--- src/rtl/mpu_cmd_ctrl.sv ---
// mpu_cmd_ctrl: assembles multi-byte ALU commands from the UART receive stream,
// waits out the ALU latency and serialises the result back to the UART transmitter.
module mpu_cmd_ctrl #(
    parameter int unsigned DATA_W   = 16,
    parameter int unsigned FUNC_W   = 4,
    parameter int unsigned ALU_LAT  = 1,
    parameter int unsigned TIMEOUT  = 50000,
    parameter logic [7:0]  ERR_BYTE = 8'hEE
) (
    input  logic              clk,
    input  logic              rst,
    input  logic [7:0]        rx_data,
    input  logic              rx_complete,
    input  logic              rx_error,
    input  logic [DATA_W-1:0] alu_result,
    output logic [DATA_W-1:0] alu_a,
    output logic [DATA_W-1:0] alu_b,
    output logic [FUNC_W-1:0] alu_func,
    output logic [7:0]        txd,
    output logic              tx_en,
    input  logic              tx_busy,
    output logic              busy,
    output logic              err_flag
);
    localparam int unsigned NB    = DATA_W / 8;
    localparam int unsigned IDX_W = $clog2(NB + 1);
    localparam int unsigned LAT_W = $clog2(ALU_LAT + 1);
    localparam int unsigned TO_W  = $clog2(TIMEOUT + 1);

    localparam logic [2:0] S_IDLE = 3'd0;
    localparam logic [2:0] S_RX_A = 3'd1;
    localparam logic [2:0] S_RX_B = 3'd2;
    localparam logic [2:0] S_EXEC = 3'd3;
    localparam logic [2:0] S_TX   = 3'd4;
    localparam logic [2:0] S_ERR  = 3'd5;

    logic [2:0]        state, state_d;
    logic [IDX_W-1:0]  idx, idx_d;
    logic [LAT_W-1:0]  lat_cnt, lat_cnt_d;
    logic [TO_W-1:0]   to_cnt, to_cnt_d;
    logic              chain, chain_d;
    logic [DATA_W-1:0] result, result_d;
    logic [DATA_W-1:0] alu_a_d, alu_b_d;
    logic [FUNC_W-1:0] alu_func_d;
    logic [7:0]        txd_d;
    logic              tx_en_d, busy_d, err_flag_d;
    logic              strobe_ok;

    // A strobe needs an idle transmitter and a one-cycle gap after the previous strobe.
    assign strobe_ok = !tx_busy && !tx_en;

    always_comb begin
        state_d    = state;
        idx_d      = idx;
        lat_cnt_d  = lat_cnt;
        to_cnt_d   = to_cnt;
        chain_d    = chain;
        result_d   = result;
        alu_a_d    = alu_a;
        alu_b_d    = alu_b;
        alu_func_d = alu_func;
        txd_d      = txd;
        tx_en_d    = 1'b0;
        err_flag_d = err_flag;

        case (state)
            S_IDLE: begin
                if (rx_error) begin
                    err_flag_d = 1'b1;
                end else if (rx_complete) begin
                    alu_func_d = rx_data[FUNC_W-1:0];
                    chain_d    = rx_data[7];
                    err_flag_d = 1'b0;
                    idx_d      = '0;
                    to_cnt_d   = '0;
                    state_d    = S_RX_A;
                end
            end

            S_RX_A, S_RX_B: begin
                if (rx_error) begin
                    state_d = S_ERR;
                end else if (rx_complete) begin
                    to_cnt_d = '0;
                    for (int i = 0; i < NB; i++) begin
                        if (idx == IDX_W'(i)) begin
                            if (state == S_RX_A) alu_a_d[i*8 +: 8] = rx_data;
                            else                 alu_b_d[i*8 +: 8] = rx_data;
                        end
                    end
                    if (idx == IDX_W'(NB - 1)) begin
                        idx_d = '0;
                        if (state == S_RX_A && !chain) begin
                            state_d = S_RX_B;
                        end else begin
                            if (state == S_RX_A) alu_b_d = result;
                            lat_cnt_d = '0;
                            state_d   = S_EXEC;
                        end
                    end else begin
                        idx_d = idx + IDX_W'(1);
                    end
                end else if (to_cnt == TO_W'(TIMEOUT - 1)) begin
                    state_d = S_ERR;
                end else begin
                    to_cnt_d = to_cnt + TO_W'(1);
                end
            end

            // Operands have been stable since entry; sample once the ALU latency has elapsed.
            S_EXEC: begin
                if (lat_cnt == LAT_W'(ALU_LAT)) begin
                    result_d = alu_result;
                    idx_d    = '0;
                    state_d  = S_TX;
                end else begin
                    lat_cnt_d = lat_cnt + LAT_W'(1);
                end
            end

            S_TX: begin
                if (strobe_ok) begin
                    tx_en_d = 1'b1;
                    for (int i = 0; i < NB; i++) begin
                        if (idx == IDX_W'(i)) txd_d = result[i*8 +: 8];
                    end
                    if (idx == IDX_W'(NB - 1)) begin
                        idx_d   = '0;
                        state_d = S_IDLE;
                    end else begin
                        idx_d = idx + IDX_W'(1);
                    end
                end
            end

            S_ERR: begin
                if (strobe_ok) begin
                    tx_en_d    = 1'b1;
                    txd_d      = ERR_BYTE;
                    err_flag_d = 1'b1;
                    state_d    = S_IDLE;
                end
            end

            default: state_d = S_IDLE;
        endcase

        busy_d = (state_d != S_IDLE);
    end

    always_ff @(posedge clk) begin
        if (rst) begin
            state    <= S_IDLE;
            idx      <= '0;
            lat_cnt  <= '0;
            to_cnt   <= '0;
            chain    <= 1'b0;
            result   <= '0;
            alu_a    <= '0;
            alu_b    <= '0;
            alu_func <= '0;
            txd      <= '0;
            tx_en    <= 1'b0;
            busy     <= 1'b0;
            err_flag <= 1'b0;
        end else begin
            state    <= state_d;
            idx      <= idx_d;
            lat_cnt  <= lat_cnt_d;
            to_cnt   <= to_cnt_d;
            chain    <= chain_d;
            result   <= result_d;
            alu_a    <= alu_a_d;
            alu_b    <= alu_b_d;
            alu_func <= alu_func_d;
            txd      <= txd_d;
            tx_en    <= tx_en_d;
            busy     <= busy_d;
            err_flag <= err_flag_d;
        end
    end
endmodule

--- config.mk ---
export PLATFORM = sky130hd
export DESIGN_NAME = mpu_cmd_ctrl
export DESIGN_NICKNAME = d
export VERILOG_FILES = /design/src/rtl/mpu_cmd_ctrl.sv
export SDC_FILE = /design/constraint.sdc
export NUM_CORES = 1
export LEC_CHECK = 0
export ABC_AREA = 1
export CAP_MARGIN = 20
export CORE_MARGIN = 2
export CORE_UTILIZATION = 45
export DETAILED_ROUTE_END_ITERATION = 6
export HOLD_SLACK_MARGIN = 0.15
export PLACE_DENSITY = 0.81
export SLEW_MARGIN = 0
export SYNTH_ARGS = -nofsm -noshare
export SYNTH_HDL_FRONTEND = slang
export SYNTH_SLANG_ARGS = --single-unit
--- constraint.sdc ---
create_clock -name clk -period 1.5 [get_ports clk]
set_input_delay 0.3 -clock clk [delete_from_list [all_inputs] [get_ports clk]]
set_output_delay 0.3 -clock clk [all_outputs]
set_load 0.01 [all_outputs]
After elaboration in Yosys (flattened, before gate mapping)
Cells that the tools add are included.
{"block": "op_classes", "add_sub_neg": 3, "n_eq_ne": 19, "n_mux": 49, "n_bitwise": 2, "n_reduce_logical": 26}
{"cell": "16-bit two-way mux", "n": 8}
{"cell": "8-bit two-way mux", "n": 8}
{"cell": "16-bit case mux with 2 select lines", "n": 1}
{"cell": "3-bit two-way mux", "n": 10}
{"cell": "5-bit AND reduction", "n": 4}
{"cell": "2-bit != test, second input constant", "n": 9}
{"cell": "16-bit by 1-bit adder with 16-bit output, second input constant", "n": 1}
{"cell": "16-bit == test, second input constant", "n": 1}
{"cell": "8-bit case mux with 2 select lines", "n": 1}
{"cell": "3-bit case mux with 5 select lines", "n": 1}
{"cell": "2-bit two-way mux", "n": 7}
{"cell": "1-bit two-way mux", "n": 10}
{"cell": "3-bit != test, second input constant", "n": 3}
{"cell": "3-bit AND reduction", "n": 3}
{"cell": "2-bit case mux with 4 select lines", "n": 1}
{"cell": "2-bit nonzero test", "n": 4}
{"cell": "7-bit AND reduction", "n": 1}
{"cell": "3-bit by 2-bit == test with 1-bit output, second input constant", "n": 2}
{"cell": "3-bit == test, second input constant", "n": 2}
{"cell": "2-bit OR reduction", "n": 3}
{"cell": "1-bit case mux with 2 select lines", "n": 2}
{"cell": "4-bit AND reduction", "n": 1}
{"cell": "4-bit nonzero test", "n": 1}
{"cell": "3-bit by 1-bit == test with 1-bit output, second input constant", "n": 1}
{"cell": "other kinds (10)", "n": 14}
{"block": "word_totals", "ff_bits": 86, "inputBits": 29, "output_inout_bits": 47, "word_cells": 113}

Logic depth before layout (Yosys ltp)
Gate-level depths: netlist (run 1).
{"block": "depth", "depth_word": 8, "depth_mapped": 13, "depth_no_buf": 13}

Least setup slack after synthesis (run 1)
OpenSTA, ideal clock, no wires.
{"block": "synth_timing", "path_kind": "flip-flop to flip-flop", "startpoint": "reg to_cnt[0]", "endpoint": "reg to_cnt[0]", "setup_ns": 0.116, "arrival_ns": 1.444, "required_time_ns": 1.384, "slack_ns": -0.060, "path_stages_with_launch": 12, "n_path_buf": 1, "synth_period_minus_slack_ns": 1.560, "cell_sequence": "dfxtp_1 ha_1 nand2_1 inv_1 nand2_1 nor2_1 nand3_2 nand2_2 inv_1 buf_6 o21ai_0 nor2_1"}
{"block": "synth_via", "elab_chain_cells": 5, "word_cells_on_any_way": 8, "classes_between": "add/sub: 1; eq/ne: 2; mux: 4; reduce/logical: 1"}
{"item": "start, declared", "line_no": "40", "source": "logic [TO_W-1:0] to_cnt, to_cnt_d;"}
{"item": "start signal, assigned", "line_no": "170", "source": "to_cnt <= to_cnt_d;"}
{"item": "16-bit by 1-bit adder with 16-bit output", "line_no": "106", "source": "to_cnt_d = to_cnt + TO_W'(1);"}
{"item": "16-bit two-way mux", "line_no": "103", "source": "end else if (to_cnt == TO_W'(TIMEOUT - 1)) begin"}
{"item": "16-bit two-way mux", "line_no": "83", "source": "end else if (rx_complete) begin"}
{"item": "16-bit two-way mux", "line_no": "81", "source": "if (rx_error) begin"}
{"item": "16-bit case mux with 2 select lines", "line_no": "66", "source": "case (state)"}
Several ways; a longest one is shown, not always the timed one. The select of a mux whose other input is x is not followed.
A chain may end at the register's enable or synchronous reset.

Final worst setup path (run 1)
{"block": "layout_timing", "startpoint": "reg state[0]", "endpoint": "reg lat_cnt"}
{"block": "layout_via", "elab_chain_cells": 4, "word_cells_on_any_way": 12, "classes_between": "eq/ne: 7; mux: 1; reduce/logical: 4"}
{"item": "start, declared", "line_no": "37", "source": "logic [2:0] state, state_d;"}
{"item": "start signal, assigned", "line_no": "167", "source": "state <= state_d;"}
{"item": "3-bit by 1-bit == test with 1-bit output / 3-bit by 2-bit == test with 1-bit output (equally long branches)", "line_no": "66, 93"}
{"item": "2-bit OR reduction / 1-bit logical AND (equally long branches)", "line_no": "66, 93"}
{"item": "2-bit != test (no source line) / 2-bit nonzero test (equally long branches)"}
{"item": "5-bit AND reduction (no source line)"}
{"item": "end signal, assigned", "line_no": "169", "source": "lat_cnt <= lat_cnt_d;"}
{"item": "end, declared", "line_no": "39", "source": "logic [LAT_W-1:0] lat_cnt, lat_cnt_d;"}
Several ways; a longest one is shown, not always the timed one.

==> load_flow_metrics.sql, run 1 <==
INSERT INTO impl_metrics (metric_group, metric, value, unit) VALUES
('critical_path', 'worstSetupStartpointType', 'register', ''),
('timing', 'min_period_over_period', '106', '%'),
('timing', 'final-setup-viol-count', '9', ''),
('floorplanning', 'standard_cell_row_count', '34', ''),
('logic_synthesis', 'number_of_enable_type_register_cells_in_the_synthesized_netlist', '0', ''),
('power', 'pwr-share-clk', '35.3', '%'),
('global_route', 'gr-usage-all-layers', '26.5', '%'),
('critical_path', 'critPathSlowestCell', 'dfxtp_4', ''),
('power', 'power.share.combinational', '15.9', '%'),
('power', 'sequentialPowerShare', '48.8', '%'),
('clocking', 'htreeDepth', '3', ''),
('critical_path', 'worstPathArrival', '1.87', 'ns'),
('floorplanning', 'die-area', '9800', 'um2'),
('timing', 'timing.final.hold_violations', '0', ''),
('logic_synthesis', 'post_synth_instance_area', '4060', 'um2'),
('logic_synthesis', 'synth_warnings', '0', ''),
('drt', 'ant_nets', '0', ''),
('critical_path', 'critical_path.top_delay_family', 'buffers and inverters', ''),
('power', 'pwr_density_cell', '803', 'nW/um2'),
('final_layout', 'layout.nets', '777', ''),
('logic_synthesis', 'post_synthesis_cells', '588', ''),
('critical_path', 'path_class', 'register to register', ''),
('global_route', 'grt_antenna_before_repair', '0', ''),
('drt', 'post_drt_wl_per_cell', '15.4', 'um'),
('final_layout', 'post_layout_util', '69.7', '%'),
('clocking', 'worst_skew_pair.late_latency', '0.36', 'ns'),
('run_status', 'failing_checks', 'negative setup slack', ''),
('global_route', 'globalRouteOverflowTotal', '0', ''),
('run_status', 'status', 'complete, but fails checks', ''),
('logic_synthesis', 'post_synth.cell_area_avg', '6.91', 'um2'),
('critical_path', 'crit_chain', 'nor2_4 > buf_6 > nor2_4 > buf_4 > buf_4 > buf_6 > o2111ai_1 > nand2_1 > a21oi_1', ''),
('placement', 'gp_routability_congestion', '0.957', ''),
('logic_synthesis', 'yosysMostFrequentCell', 'nand2_1', ''),
('critical_path', 'worstPathRequired', '1.78', 'ns'),
('hold_path', 'worstHoldPathType', 'register to register', ''),
('timing', 'setup_repair_after_global_routing_missed_its_margin', 'true', ''),
('timing', 'fmax', '628', 'MHz'),
('placement', 'dp.final_hpwl', '9400', 'um'),
('drt', 'drt_first_iter_violations', '302', ''),
('global_route', 'grt_pass1_vias', '4407', ''),
('logic_synthesis', 'synth_fp_nets', '618', ''),
('clocking', 'number_of_buffers_inserted_during_clock_tree_synthesis', '9', ''),
('final_layout', 'num-fill-cells', '692', ''),
('floorplanning', 'floorplan.initialDensity', '46.6', '%'),
('floorplanning', 'die-height', '99.0', 'um'),
('power', 'switching_share', '27.7', '%'),
('power', 'ir_drop', '0.000560', 'V'),
('timing', 'finalWorstSetupSlack', '-0.0913', 'ns'),
('critical_path', 'timing.critical_path.buf_inv', '4', ''),
('floorplanning', 'die_width', '99.0', 'um'),
('flow_run', 'timing.max_cap.violations', '0', ''),
('logic_synthesis', 'synth_area_leaders', 'dfxtp_1 (42%), nand2_1 (13%), o21ai_0 (7.9%), a21oi_1 (7.6%), nor2_1 (5.4%)', ''),
('timing', 'timing.slew.headroom', '77.3', '%'),
('drt', 'postRouteWirelength', '13300', 'um'),
('power', 'power_switching', '1350', 'uW'),
('timing', 'worst_slew_pin_slew', '0.341', 'ns'),
('floorplanning', 'boundaryPins', '76', ''),
('clocking', 'clkSinkCount', '86', ''),
('final_layout', 'synthToLayoutAreaGrowth', '49.6', '%'),
('logic_synthesis', 'netlist-cell-type-count', '35', ''),
('drt', 'drc_errors', '0', ''),
('placement', 'port_buffers', '75', ''),
('final_layout', 'drive_above_1_share', '24.9', '%'),
('power', 'internal-power', '3530', 'uW'),
('drt', 'detail_route.vias_per_cell', '5.41', ''),
('clocking', 'tritoncts_clock_tree', 'yes', ''),
('final_layout', 'antenna_cells', '0', ''),
('critical_path', 'setup.worst_path.end_class', 'register', ''),
('clocking', 'clk_transition_reported_paths', '0.09', 'ns'),
('logic_synthesis', 'synth_common_cells', 'nand2_1 (145), dfxtp_1 (86), o21ai_0 (64), a21oi_1 (62), nor2_1 (58)', ''),
('logic_synthesis', 'synth-seq-cells', '86', '');
[final cells by class]
cell class | instances | area (um2) | share of cell area, %
Inverter | 57 | 219 | 3.60
Multi-Input combinational cell | 422 | 2210 | 36.4
Clock inverter | 6 | 68.8 | 1.13
Timing Repair Buffer | 171 | 1560 | 25.7
Clock buffer | 10 | 138 | 2.26
Sequential cell | 86 | 1740 | 28.6
Tap cell | 108 | 135 | 2.22
[through the flow]
stage | cells | hold WS (ns) | cell area [um2] | TNS [ns] | setup WS [ns]
after floorplan | 588 | 0.444 | 4070 | -0.0546 | -0.0275
after global placement | 825 | 0.454 | 5480 | -20.20 | -0.406
after detailed placement | 825 | 0.470 | 5480 | -23.70 | -0.456
after CTS | 850 | 0.480 | 5800 | -0.0475 | -0.0246
after global routing | 860 | 0.505 | 6080 | -2.27 | -0.177
final | 860 | 0.477 | 6080 | -0.200 | -0.0913
[layer usage]
layer / track usage [%] / up-vias / part of all wire [%]
li1: - / 2278 / -
met1: 37.0 / 2158 / 43
met2: 41.7 / 193 / 46
met3: 5.60 / 23 / 8.5
met4: 7.17 / 0 / 1.8
met5: 0 / - / 0
[flip-flops by register name, summed over array words and instances (netlist names)]
name and cells:
txd 8, lat_cnt 1, alu_b 16, busy 1
alu_func 4, chain 1, tx_en 1, alu_a 16
err_flag 1, idx 2, result 16, state 3
to_cnt 16
[worst min-delay path, cell delays in order, from the launching register on]
cell and delay, ns:
dfxtp_1 0.32, nand2_1 0.06, a21oi_1 0.05
[layout by cell type (no fill, tap or decap), drive strengths merged]
cell,Yosys,layout
clkinvlp,0,1
o21bai,2,2
nor2,63,63
clkinv,1,3
bufinv,0,1
clkdlybuf4s50,0,27
buf,11,96
o2111ai,1,1
o211ai,2,2
inv,56,58
a21oi,64,64
a211oi,2,2
dfxtp,86,86
nand4,7,7
a31oi,6,6
nand3,39,39
ha,1,1
dlygate4sd2,0,48
o21ai,68,68
nor3b,3,3
or2,1,1
clkbuf,12,10
nor3,7,7
o22ai,1,1
nand2,149,149
a41oi,6,6
[final timing paths]
path                                            start               endpoint  slack, ns  cells after the start
worst max-delay path              state[0]$_SDFF_PP0_   lat_cnt$_SDFFE_PP0P_      -0.09                      9
worst min-delay path            alu_b[1]$_SDFFE_PP0P_  alu_b[1]$_SDFFE_PP0P_       0.48                      2
worst max register to register    state[0]$_SDFF_PP0_   lat_cnt$_SDFFE_PP0P_      -0.09                      9
worst min register to register  alu_b[1]$_SDFFE_PP0P_  alu_b[1]$_SDFFE_PP0P_       0.48                      2
[cell families after synthesis]
| logic type | count (synthesis) | share of synthesized area (%) |
|---|---|---|
| AND/OR/NAND/NOR | 269 | 28.9 |
| AO/OA/AOI/OAI | 152 | 20.3 |
| flip-flops | 86 | 42.4 |
| buffers and inverters | 80 | 8.13 |
| adder cells (fa/ha/maj) | 1 | 0.308 |
[what timing repair did]
| item | CTS | global route |
|---|---|---|
| pin swaps | 8 | 34 |
| cloned | 2 | 0 |
| hold endpoints to repair | 0 | 0 |
| hold buffers | 0 | 0 |
| buffers inserted | 7 | 10 |
| resized for setup | 84 | 75 |
| endpoints found under the setup margin | 88 | 45 |
[power groups by stage]
stage	Combinational [uW]	Sequential (uW)	Clock [uW]
after global routing	840	2390	1840
after global placement	692	2430	0
final	776	2380	1720
after detailed placement	704	2430	0
after floorplan	298	2450	0
after CTS	714	2380	1730
Note: power is estimated with default switching activity, not from simulation.
==> run 2, diff against run 1 <==
Settings changed: PLACE_DENSITY 0.81 to 0.78.
Clock period 1.5 ns to 1.6 ns, I/O delays scaled along.
==> run 2 against run 1 <==
The flow now finishes without violations. Final cell count decreased by 4.4%. Global-route usage is 0.41 points lower. Utilization shrank 3.9 points. Power is 7.1% lower. Critical path depth decreased by 1. Fmax fell by 0.13%. Sequential cell count did not move. Cell area shrank 5.7%. Critical endpoint is now to_cnt[0]$_SDFFE_PP0P_. Largest cell class unchanged.
==> load_flow_metrics.sql, run 2 (same netlist as run 1, synthesis figures left out) <==
INSERT INTO impl_metrics (metric_group, metric, value, unit) VALUES
('run_status', 'status', 'finished clean', ''),
('critical_path', 'worstPathArrival', '1.84', 'ns'),
('floorplanning', 'standard_cell_row_count', '34', ''),
('final_layout', 'most-common-layout-cells', 'nand2_1 (140), dfxtp_1 (80), a21oi_1 (60)', ''),
('drt', 'drc_errors', '0', ''),
('final_layout', 'antenna_cells', '0', ''),
('timing', 'timing.final.crit_period', '1.59', 'ns'),
('final_layout', 'layout.cells.most_common', 'nand2_1', ''),
('timing', 'timing.final.hold_violations', '0', ''),
('critical_path', 'critical_path.startpoint', 'state[1]$_SDFF_PP0_', ''),
('drt', 'vias', '4523', ''),
('critical_path', 'worstSetupStartpointType', 'register', ''),
('timing', 'worst_slew_pin_slew', '0.394', 'ns'),
('clocking', 'hold_buffer_count_at_cts', '0', ''),
('timing', 'setup_repair_after_global_routing_missed_its_margin', 'true', ''),
('critical_path', 'worst_r2r_startpoint', 'state[1]$_SDFF_PP0_', ''),
('drt', 'drt_first_iter_violations', '351', ''),
('critical_path', 'path_class', 'register to register', ''),
('timing', 'final-setup-viol-count', '0', ''),
('final_layout', 'synthToLayoutAreaGrowth', '41.1', '%'),
('final_layout', 'num-fill-cells', '755', ''),
('timing', 'timing.setup.tns', '0', 'ns'),
('drt', 'drtPass1Iterations', '5', ''),
('timing', 'min_period_over_period', '99.6', '%'),
('timing', 'finalMaxSlewViolations', '0', ''),
('clocking', 'htreeDepth', '3', ''),
('power', 'total_leakage_power', '0.00261', 'uW'),
('clocking', 'cts-root-to-sink-buffers', '2', ''),
('global_route', 'first_pass_grt_wire_length', '20500', 'um'),
('timing', 'timing.slew.headroom', '73.5', '%'),
('drt', 'detail_route.vias_per_cell', '5.50', ''),
('clocking', 'worst_skew_pair.late_latency', '0.37', 'ns'),
('final_layout', 'final_cell_count_no_fill', '822', ''),
('timing', 'fmax', '628', 'MHz'),
('critical_path', 'worstPathRequired', '1.85', 'ns'),
('floorplanning', 'floorplan.initialDensity', '46.6', '%'),
('clocking', 'clkSinkCount', '86', ''),
('final_layout', 'drive_above_1_share', '17.8', '%'),
('placement', 'numPlacedInstances', '799', ''),
('critical_path', 'regToRegEndpoint', 'to_cnt[0]$_SDFFE_PP0P_', ''),
('critical_path', 'setup.worst_path.end_class', 'register', ''),
('global_route', 'globalRouteOverflowTotal', '0', ''),
('timing', 'final_hold_slack', '0.499', 'ns'),
('final_layout', 'post_layout_util', '65.7', '%'),
('flow_run', 'timing.max_cap.violations', '0', ''),
('drt', 'ant_nets', '0', ''),
('placement', 'dp.final_hpwl', '9470', 'um'),
('hold_path', 'worstHoldPathType', 'register to register', ''),
('clocking', 'number_of_buffers_inserted_during_clock_tree_synthesis', '9', ''),
('placement', 'gp_routability_congestion', '0.927', ''),
('timing', 'fin_skew', '0.0138', 'ns'),
('floorplanning', 'die-height', '99.0', 'um'),
('global_route', 'grt_pass1_vias', '4183', ''),
('clocking', 'root_buffer', 'clkbuf_8', ''),
('floorplanning', 'core_area', '8720', 'um2'),
('clocking', 'tritoncts_clock_tree', 'yes', ''),
('critical_path', 'r2r_setup_slk', '0.007', 'ns'),
('final_layout', 'layout.nets', '739', ''),
('drt', 'post_drt_wl_per_cell', '16.0', 'um'),
('floorplanning', 'die_width', '99.0', 'um'),
('drt', 'postRouteWirelength', '13100', 'um'),
('placement', 'port_buffers', '75', ''),
('power', 'pwr_density_cell', '790', 'nW/um2'),
('power', 'ir_drop', '0.000465', 'V'),
('critical_path', 'reg2regPathDepth', '8', ''),
('floorplanning', 'boundaryPins', '76', ''),
('critical_path', 'cp_max_fo', '6', ''),
('global_route', 'grt_max_degree', '43', ''),
('clocking', 'clk_transition_reported_paths', '0.10', 'ns'),
('critical_path', 'worst_setup_path_endpoint', 'to_cnt[0]$_SDFFE_PP0P_', ''),
('global_route', 'grt_antenna_before_repair', '0', ''),
('global_route', 'gr-usage-all-layers', '26.1', '%'),
('floorplanning', 'die-area', '9800', 'um2');
-- run 2: cell types whose count changed in the layout (fill, tap and decap cells not counted), moves of 7 or more --
cell	change
buf_4	-28
buf_6	-9
clkdlybuf4s50_1	+15
dlygate4sd2_1	-38
dlymetal6s2s_1	+23
o21ai_0	+13
o21ai_1	-7
-- run 2: how the worst min path moves through the flow --
stage	startpoint	to	slack, ns	depth (start not counted)
after floorplan	idx[1]$_SDFFE_PP0P_	idx[1]$_SDFFE_PP0P_	0.44	2
after global placement	alu_b[9]$_SDFFE_PP0P_	alu_b[9]$_SDFFE_PP0P_	0.47	2
after detailed placement	alu_b[8]$_SDFFE_PP0P_	alu_b[8]$_SDFFE_PP0P_	0.48	2
after CTS	alu_b[8]$_SDFFE_PP0P_	alu_b[8]$_SDFFE_PP0P_	0.49	2
after global routing	alu_result[5]	result[5]$_SDFFE_PP0P_	0.51	3
final	alu_b[14]$_SDFFE_PP0P_	alu_b[14]$_SDFFE_PP0P_	0.50	2
-- run 2: where the power goes --
group	switching (uW)	total [uW]	internal, uW	leakage, uW
sequential	38.0	2230	2190	0.000699
combinational	363	667	304	0.00181
clock	856	1630	777	0.000103
total	1260	4530	3270	0.00261
-- run 2: per-layer routing --
layer | GRT usage [%] | wire length (um)
met1 | 37.1 | 5800
met2 | 39.0 | 5860
met3 | 6.45 | 1330
met4 | 8.22 | 147
met5 | 0 | 0
-- run 2: cell type report --
cell class              count  area (um2)  share of cell area, %
clock inverters             6        68.8                   1.20
well taps                 108         135                   2.36
clock buffers              10         138                   2.40
repair inverters            1        7.51                  0.131
inverters                  57         223                   3.88
repair buffers            132        1320                   23.0
flip-flops and latches     86        1730                   30.2
multi-input cells         422        2110                   36.8
-- run 2: repair_timing --
action,in CTS,in global routing
buffers inserted,0,5
cloned,1,1
pin swaps,3,19
setup endpoints to repair,19,67
gates resized for setup,24,61
-- run 2: metrics by stage --
step                power (uW)  worst slack, ns  area [um2]
finish                    4530          0.00654        5730
global route              4700          -0.0646        5730
CTS                       4500          0.00558        5510
detailed placement        2910           -0.304        5280
global placement          2900           -0.271        5280
floorplan                 2580           0.0402        4060
-- run 2: worst max-delay path, cell delays in order (launching register included) --
cell and delay, ns:
dfxtp_4 0.39, nor2_2 0.05, buf_4 0.15, nor3_4 0.22
nand3_2 0.13, nand2_4 0.13, clkinvlp_4 0.17, o21ai_1 0.17
nor2_1 0.06
